==> src/rtl/smg_scan_driver.sv <==
// smg_scan_driver
//   Drives a 6-digit common-anode seven-segment display by time-multiplexed
//   scanning. It takes six packed BCD digits from the number-producing logic.
//   At every frame boundary it captures a coherent snapshot of the digits and
//   of the blanking request. Each slot opens with a dead time in which all
//   digits are off, which suppresses ghosting between neighbouring digits.
//
// Parameters
//   T_SCAN      slot length minus 1, in CLK cycles (a slot is T_SCAN+1 cycles)
//   T_DEAD      cycles at the start of each slot with every digit disabled
//               (must satisfy 0 < T_DEAD < T_SCAN)
//
// Ports
//   CLK         system clock
//   RSTn        asynchronous reset, active-low
//   Number_Sig  six BCD digits: [3:0] = digit 0 (ones) ... [23:20] = digit 5
//   Blank_En    1 = blank leading zeros
//   SMG_Data    segments, active-low, bit order {dp,g,f,e,d,c,b,a}; dp is always off
//   Scan_Sig    digit enables, active-low; bit k selects digit k
//   Frame_Done  one-cycle pulse at the end of each 6-slot frame
module smg_scan_driver #(
  parameter logic [15:0] T_SCAN = 16'd49_999,
  parameter logic [15:0] T_DEAD = 16'd499
) (
  input  logic        CLK,
  input  logic        RSTn,
  input  logic [23:0] Number_Sig,
  input  logic        Blank_En,
  output logic [7:0]  SMG_Data,
  output logic [5:0]  Scan_Sig,
  output logic        Frame_Done
);

  logic [15:0] c1_reg;
  logic [2:0]  idx_reg;
  logic [23:0] snap_reg;
  logic        blank_snap_reg;

  logic        slot_end;
  logic        frame_end;
  logic [5:0]  zero_from;     // zero_from[k]: snapshot nibbles k..5 are all zero
  logic [3:0]  nib_sel;
  logic        blank_sel;
  logic        idx_valid;
  logic [7:0]  smg_next;
  logic [5:0]  scan_next;

  function automatic logic [7:0] seg_decode(input logic [3:0] d);
    case (d)
      4'd0:    seg_decode = 8'hC0;
      4'd1:    seg_decode = 8'hF9;
      4'd2:    seg_decode = 8'hA4;
      4'd3:    seg_decode = 8'hB0;
      4'd4:    seg_decode = 8'h99;
      4'd5:    seg_decode = 8'h92;
      4'd6:    seg_decode = 8'h82;
      4'd7:    seg_decode = 8'hF8;
      4'd8:    seg_decode = 8'h80;
      4'd9:    seg_decode = 8'h90;
      default: seg_decode = 8'hBF;  // non-BCD nibble shows "-"
    endcase
  endfunction

  // Each digit k looks at its own nibble and every more significant nibble.
  // Any non-zero nibble, including the non-BCD codes, stops blanking.
  generate
    for (genvar gi = 0; gi < 6; gi++) begin : g_zero
      assign zero_from[gi] = (snap_reg[23:4*gi] == '0);
    end
  endgenerate

  assign slot_end  = (c1_reg == T_SCAN);
  assign frame_end = slot_end && (idx_reg == 3'd5);

  always_comb begin
    nib_sel   = 4'd0;
    blank_sel = 1'b0;
    idx_valid = 1'b0;
    for (int k = 0; k < 6; k++) begin
      if (idx_reg == k[2:0]) begin
        nib_sel   = snap_reg[4*k +: 4];
        blank_sel = (k != 0) && blank_snap_reg && zero_from[k];
        idx_valid = 1'b1;
      end
    end
  end

  // Index values 6 and 7 cannot be reached; they decode to "all off".
  always_comb begin
    smg_next  = 8'hFF;
    scan_next = 6'h3F;
    if (idx_valid) begin
      if (!blank_sel) begin
        smg_next = seg_decode(nib_sel);
      end
      if (c1_reg >= T_DEAD) begin
        scan_next = ~(6'd1 << idx_reg);
      end
    end
  end

  always_ff @(posedge CLK or negedge RSTn) begin
    if (!RSTn) begin
      c1_reg         <= 16'd0;
      idx_reg        <= 3'd0;
      snap_reg       <= 24'h0;
      blank_snap_reg <= 1'b0;
      SMG_Data       <= 8'hFF;
      Scan_Sig       <= 6'h3F;
      Frame_Done     <= 1'b0;
    end else begin
      SMG_Data   <= smg_next;
      Scan_Sig   <= scan_next;
      Frame_Done <= frame_end;
      if (slot_end) begin
        c1_reg  <= 16'd0;
        idx_reg <= (idx_reg == 3'd5) ? 3'd0 : idx_reg + 3'd1;
      end else begin
        c1_reg <= c1_reg + 16'd1;
      end
      // The new snapshot becomes visible from slot 0 of the next frame.
      if (frame_end) begin
        snap_reg       <= Number_Sig;
        blank_snap_reg <= Blank_En;
      end
    end
  end

endmodule
==> config.mk <==
export PLATFORM = sky130hd
export DESIGN_NAME = smg_scan_driver
export DESIGN_NICKNAME = d
export VERILOG_FILES = /design/src/rtl/smg_scan_driver.sv
export SDC_FILE = /design/constraint.sdc
export NUM_CORES = 1
export LEC_CHECK = 0
export CELL_PAD_IN_SITES_DETAIL_PLACEMENT = 1
export CELL_PAD_IN_SITES_GLOBAL_PLACEMENT = 2
export CORE_UTILIZATION = 35
export CTS_CLUSTER_DIAMETER = 30
export DETAILED_ROUTE_END_ITERATION = 8
export PLACE_DENSITY_LB_ADDON = 0.15
export SYNTH_ARGS = -nofsm -noshare
export SYNTH_HDL_FRONTEND = slang
export SYNTH_SLANG_ARGS = --single-unit
==> constraint.sdc <==
create_clock -name CLK -period 3.7 [get_ports CLK]
set_clock_uncertainty 0.2 [all_clocks]
set_input_delay 0.555 -clock CLK [delete_from_list [all_inputs] [get_ports CLK]]
set_output_delay 0.555 -clock CLK [all_outputs]
set_load 0.01 [all_outputs]
==> key figures, run 1 <==
Finish
  • Layout net count: 319
  • Share of post-route cells with drive strength above 1: between 20 and 25%
  • Storage cell area: about 0.0015 sq mm
  • Antenna Cells: 0
  • Fillers: 848
  • Fin cells: 395
  • Core Util, Final: 45.0%
  • Area Overhead vs Synth: 24.4%
  • Multi-input gate area: 0.00124 sq mm
  • Largest register FFs: 24

GRT
  • Met1 Usage GRT: 24.3%
  • First-pass GRT wire length: 10.9 mm
  • Largest net degree at the start of global routing: 42
  • Global route overflow: 0
  • Most congested layer reported by global routing: met2
  • Met3 global-route usage: between 3 and 4%
  • Vias in the first global route: 2099
  • Initial antenna violation count: 0
  • Global routing usage on met2: 25.6%
  • Gr usage total: around 17%

Place
  • # port buffers: 40
  • Inst Count DP: 380
  • HPWL Detailed: 4.54 mm
  • Dpl ws: approximately 1 ns
  • Global placement routability congestion: 0.771

Worst setup path
  • FF-to-FF setup slack: 0.96 ns
  • R2r startpoint: idx_reg[1]$_DFFE_PN0N_
  • WP data required: 3.72 ns
  • Critical Path AT: between 2 and 3 ns
  • Critical Path Max Stage Delay: 0.52 ns
  • Worst R2R Path Depth: 9
  • Crit path cell chain: buf_4 > inv_1 > nor2_1 > ha_1 > nand2b_1 > o31ai_1 > a22o_1 > a31oi_1 > o2111ai_1
  • Worst path top cell family by delay: compound AO/OA/AOI/OAI gates
  • Max FO, Critical Path: 17
  • R2R Path End: SMG_Data[4]$_DFF_PN1_
  • Critical path class: flop to flop
  • Slowest-stage cell, CP: ha_1
  • Worst path buffer plus inverter count: 2
  • Worst setup SP type: flop
  • Worst setup EP type: flop

Clock network
  • TritonCTS clock tree: built
  • Post-CTS sizing: 0
  • CTS Buf Count: 9
  • Worst-Skew Late Latency: 0.33 ns
  • Htree depth: 3
  • Post-CTS setup buffers: 0
  • Reg clk slew, reported paths: 0.06 ns
  • CTS Root Cell: clkbuf_8
  • Hold-fix buffers, CTS: 0
  • CTS Buffer Depth: 2
  • Clock Sinks: between 50 and 60

Logic synthesis
  • Top cells by area, synth: dfrtp_1 40%, dfstp_2 12%, mux2_2 11%
  • Top-count cell post-synth: dfrtp_1
  • Syn Inst Count: 242
  • Seq/Total Area, Yosys: 52.5%
  • Yosys top cell area share: 40.3%
  • Synthesized Nets: 272
  • Area leader, netlist: dfrtp_1
  • Distinct cells, synth: 49
  • Post-synth EDFFs: 0
  • Post-synth top cells: 45 x dfrtp_1, 27 x mux2_2, 18 x nor2_1
  • Ys Warns: 0
  • Average size of a mapped cell: 11.5 sq um
  • Dominant synthesized flop cell: dfrtp_1
  • Post-Syn Area: between 0.002 and 0.003 sq mm
  • Share of synthesized registers carrying an async set or reset: 100%
  • #FFs+latches synth: 58

STA
  • Min Clock Period, post-route: 2.74 ns
  • Setup Viol. Count Final: 0
  • Final slew viol count: 0
  • Fin Hold WS: 0.160 ns
  • Slew @ Worst Pin: 0.929 ns
  • Final WS setup: 0.960 ns
  • Slew headroom: 38.0%
  • Max Clk Rate: 0.365 GHz
  • RSZ-0062 raised after global routing: no
  • Count of final hold-check violations: 0
  • Period utilization: 74.1%
  • Setup_tns: 0 ns

Detailed routing
  • Remaining DRCs: 0
  • Post-detailed-routing wire length: 6.35 mm
  • Drt wl/cell: 16.1 microns
  • First-pass DRT Iterations: 4
  • Starting DRC count in detailed routing: 86
  • Via count: 2038
  • Via density: slightly above 5
  • Post-DRT Antenna Nets: 0

Floorplanning
  • Initial core utilization: a little over a third
  • Core area: 0.00773 sq mm
  • Die height: 91.3 microns
  • IO Pins: 42
  • Horiz. Die Dim: ~90 microns
  • DIE AREA: 0.00834 sq mm
  • Num rows: 32

Pwr
  • Peak supply drop: 0.000145 V
  • Comb power frac: under 10%
  • Net Sw Frac: 21.3%
  • Reg power frac: 53.7%
  • Internal power: between 900 and 1000 uW
  • Leakage power: 0.00151 uW
  • Clock share of power: a little over two fifths
  • Switching Power: about 250 uW
  • PD cells: 340 mW/mm^2

Min path
  • Worst min path class: primary input to asynchronous set/reset pin

Job
  • Max_cap viols: 0

Run status
  • Outcome: finished clean
-- final cells by class --
| class | count | area share (%) |
|---|---|---|
| Multi-Input combinational cell | 168 | 35.7 |
| Timing Repair Buffer | 48 | 13.1 |
| Clock inverter | 3 | 0.432 |
| Inverter | 4 | 0.432 |
| Tap cell | 102 | 3.67 |
| Sequential cell | 58 | 42.2 |
| Clock buffer | 12 | 4.46 |
-- layer usage --
metal	part of all wire [%]	routed length [microns]
met2	47	2980
met4	1.9	123
met1	48	3070
met3	2.7	172
met5	0	0
-- worst max path at each step --
stage / start / end / slack, ns / depth (start not counted)
finish: idx_reg[1]$_DFFE_PN0N_ / SMG_Data[4]$_DFF_PN1_ / 0.96 / 9
global route: idx_reg[1]$_DFFE_PN0N_ / SMG_Data[4]$_DFF_PN1_ / 0.75 / 9
CTS: idx_reg[1]$_DFFE_PN0N_ / SMG_Data[4]$_DFF_PN1_ / 0.99 / 9
detailed placement: idx_reg[1]$_DFFE_PN0N_ / SMG_Data[4]$_DFF_PN1_ / 1.00 / 9
global placement: idx_reg[1]$_DFFE_PN0N_ / SMG_Data[3]$_DFF_PN1_ / 1.13 / 9
floorplan: idx_reg[1]$_DFFE_PN0N_ / SMG_Data[3]$_DFF_PN1_ / 1.07 / 10
-- worst register-to-register path, cell delays in order, from the launching register on --
cell       delay, ns
dfrtp_1         0.32
buf_4           0.21
inv_1           0.10
nor2_1          0.10
ha_1            0.52
nand2b_1        0.21
o31ai_1         0.08
a22o_1          0.23
a31oi_1         0.44
o2111ai_1       0.23
-- power groups by stage --
stage               clock, uW  sequential [uW]  combinational (uW)
floorplan                   0              646                1.45
global placement            0              646                41.2
detailed placement          0              646                41.8
CTS                       533              635                41.8
global route              553              634                45.4
finish                    508              635                40.0
-- cell usage in the layout, fill, tap and decap left out, drive strengths merged, types with 3 or more instances in the layout --
cell and n:
nand3b 3, nand4 4, inv 4, a21oi 8, clkbuf 12, and3 5, nor2 18, buf 9
nor2b 6, clkinv 3, mux2i 5, dfstp 13, xor2 8, nor4 5, o21ai 5, clkdlybuf4s50 39
nand2b 3, nand2 13, nand3 10, xnor2 7, mux2 29, dfrtp 45, ha 3, nor3 5
-- cells by family (layout without fill, tap and decap cells) --
kind of cell / count (synthesis) / after routing / synth area share [%]
AO/OA/AOI/OAI: 34 / 34 / 8.73
XOR/XNOR: 15 / 15 / 4.70
adder cells (fa/ha/maj): 3 / 3 / 1.34
buffers and inverters: 16 / 67 / 3.09
flip-flops: 58 / 58 / 52.5
multiplexers: 34 / 34 / 13.5
other: 1 / 1 / 0.134
AND/OR/NAND/NOR: 81 / 81 / 16.0
-- metrics by stage --
stage	power, uW	cell area (sq um)
after detailed placement	688	3310
after global placement	687	3310
after CTS	1210	3480
final	1180	3480
after global routing	1230	3480
after floorplan	648	2790
Note: power is estimated with default switching activity, not from simulation.
==> run 2: changes to the inputs <==
--- a/config.mk
+++ b/config.mk
@@ -7,7 +7,7 @@
 export LEC_CHECK = 0
 export CELL_PAD_IN_SITES_DETAIL_PLACEMENT = 1
 export CELL_PAD_IN_SITES_GLOBAL_PLACEMENT = 2
-export CORE_UTILIZATION = 35
+export CORE_UTILIZATION = 32
 export CTS_CLUSTER_DIAMETER = 30
 export DETAILED_ROUTE_END_ITERATION = 8
 export PLACE_DENSITY_LB_ADDON = 0.15
==> constraint.sdc (replaced) <==
create_clock -name CLK -period 2.3 [get_ports CLK]
set_clock_uncertainty 0.2 [all_clocks]
set_input_delay 0.345 -clock CLK [delete_from_list [all_inputs] [get_ports CLK]]
set_output_delay 0.345 -clock CLK [all_outputs]
set_load 0.01 [all_outputs]
==> run 2 against run 1 <==
Core utilization up 0.70 points. Worst setup slack worse by 0.88 ns. Total power up 86%. Routed wire length up 6.5%. Clock power up 120%. Highest routed layer unchanged.
==> key figures, run 2 (synthesized netlist as in run 1, its figures left out) <==
Clock network
  • Clock Sinks: 58
  • Worst-Skew Late Latency: 0.34 ns
  • CTS Buffer Depth: 2
  • CTS Root Cell: clkbuf_8
  • CTS Buf Count: 9
  • Htree depth: 3
  • TritonCTS clock tree: built
  • Reg clk slew, reported paths: around 0.070 ns

Floorplanning
  • DIE AREA: 0.00911 sq mm
  • Die height: 95.4 microns
  • IO Pins: 42
  • Core area: 0.00834 sq mm
  • Horiz. Die Dim: 95.4 microns
  • Initial core utilization: 33.5%
  • Num rows: 33

Worst setup path
  • FF-to-FF setup slack: 0.08 ns
  • Max FO, Critical Path: 7
  • R2R Path End: SMG_Data[3]$_DFF_PN1_
  • Slowest-stage cell, CP: dfrtp_1
  • Worst setup SP type: flop
  • Crit path cell chain: inv_1 > nor2_1 > ha_4 > buf_6 > a32oi_1 > o31ai_4 > buf_4 > nand2b_1 > o2111ai_1
  • R2r startpoint: idx_reg[0]$_DFFE_PN0N_
  • WP data required: 2.36 ns
  • Worst setup EP type: flop
  • Critical path class: flop to flop
  • Critical Path AT: 2.28 ns
  • Critical Path Max Stage Delay: 0.44 ns
  • Worst R2R Path Depth: 9

Finish
  • Area Overhead vs Synth: 36.4%
  • Core Util, Final: approximately 46%
  • Antenna Cells: 0
  • Most common cell after layout, fill and taps aside: dfrtp_1
  • Fin cells: about 420
  • Largest register FFs: 24
  • Most frequent cells in the layout: 44 x dfrtp_1, 39 x clkdlybuf4s50_1, 27 x mux2_2
  • Share of post-route cells with drive strength above 1: 32.9%
  • Layout net count: 338

Pwr
  • PD cells: 579 mW/mm^2
  • Peak supply drop: 0.000315 V
  • Leakage power: 0.00166 uW
  • PnR Total Power: roughly 2200 uW

GRT
  • Gr usage total: around 16%
  • Initial antenna violation count: 0
  • Vias in the first global route: about 2300
  • Global route overflow: 0
  • First-pass GRT wire length: around 11 mm
  • Largest net degree at the start of global routing: 27

Detailed routing
  • Via density: 5.02
  • Remaining DRCs: 0
  • Drt wl/cell: 16.2 microns
  • Post-detailed-routing wire length: 6.76 mm
  • First-pass DRT Iterations: 3
  • Starting DRC count in detailed routing: 57
  • Via count: 2100
  • Post-DRT Antenna Nets: 0

Place
  • Inst Count DP: just under 400
  • # port buffers: 40
  • Global placement routability congestion: 0.841
  • HPWL Detailed: ~5 mm

Job
  • Max_cap viols: 0

STA
  • Slew @ Worst Pin: approximately 0.50 ns
  • Setup Viol. Count Final: 0
  • Count of final hold-check violations: 0
  • RSZ-0062 raised after global routing: yes
  • Min Clock Period, post-route: between 2 and 2.5 ns
  • Fin Hold WS: ~0.30 ns
  • Max Clk Rate: 0.450 GHz
  • Period utilization: 96.5%
  • Slew headroom: about two thirds
  • Final slew viol count: 0

Run status
  • Outcome: finished clean

Min path
  • Worst min path class: primary input to asynchronous set/reset pin
## run 2: repair_timing
item | CTS | global route
pin swaps | 0 | 2
endpoints found under the hold margin | 16 | 0
setup endpoints to repair | 6 | 5
setup buffers | 0 | 5
resized for setup | 2 | 17
hold buffers | 1 | 0
## run 2: through the flow
stage | worst slack, ns | TNS, ns | instance area (sq um)
floorplan | -0.0245 | -0.0245 | 2820
global placement | 0.0374 | 0 | 3440
detailed placement | -0.0730 | -0.264 | 3440
CTS | 0.00790 | 0 | 3690
global route | -0.0227 | -0.0232 | 3810
finish | 0.0802 | 0 | 3810
## run 2: power by group
group	switching [uW]	internal, uW
clock network	422	697
registers	0	1020
logic	25.7	40.6
## run 2: worst max-delay path: cells and delay by family (launching register included)
kind / cells / cell delay [ns]
and+or+nand+nor: 2 / 0.23
DFF: 1 / 0.44
adders and majority gates: 1 / 0.20
buffers and inverters: 3 / 0.42
AOI/OAI and AO/OA: 3 / 0.66
## run 2: worst max-delay path by stage
stage | from | end | slack (ns) | cells after the start
final | idx_reg[0]$_DFFE_PN0N_ | SMG_Data[3]$_DFF_PN1_ | 0.08 | 9
after global routing | idx_reg[0]$_DFFE_PN0N_ | SMG_Data[3]$_DFF_PN1_ | -0.02 | 9
after CTS | idx_reg[1]$_DFFE_PN0N_ | SMG_Data[3]$_DFF_PN1_ | 0.008 | 9
after detailed placement | idx_reg[1]$_DFFE_PN0N_ | SMG_Data[3]$_DFF_PN1_ | -0.07 | 8
after global placement | idx_reg[1]$_DFFE_PN0N_ | SMG_Data[5]$_DFF_PN1_ | 0.04 | 7
after floorplan | idx_reg[1]$_DFFE_PN0N_ | SMG_Data[3]$_DFF_PN1_ | -0.02 | 12
## run 2: final cells by class
cell class	instances	area [sq um]
fill	912	4530
timing repair buffer	67	629
clock inverter	4	72.6
multi-input combinational	168	1330
inverter	4	15.0
tap	105	131
sequential	58	1470
clock buffer	12	165
## run 2: routing by layer
metal | track usage (%) | vias up | wire length (microns)
li1 | - | 1013 | -
met1 | 21.3 | 1041 | 3200
met2 | 26.3 | 37 | 3270
met3 | 3.67 | 9 | 174
met4 | 6.34 | 0 | 112
met5 | 0 | - | 0
==> run 3: changes to the inputs <==
--- a/config.mk
+++ b/config.mk
@@ -10,6 +10,7 @@
 export CORE_UTILIZATION = 32
 export CTS_CLUSTER_DIAMETER = 30
 export DETAILED_ROUTE_END_ITERATION = 8
+export GPL_ROUTABILITY_DRIVEN = 1
 export PLACE_DENSITY_LB_ADDON = 0.15
 export SYNTH_ARGS = -nofsm -noshare
 export SYNTH_HDL_FRONTEND = slang
==> results of run 3 <==
Same layout as run 2: the final DEF is identical, and so are final timing and power.
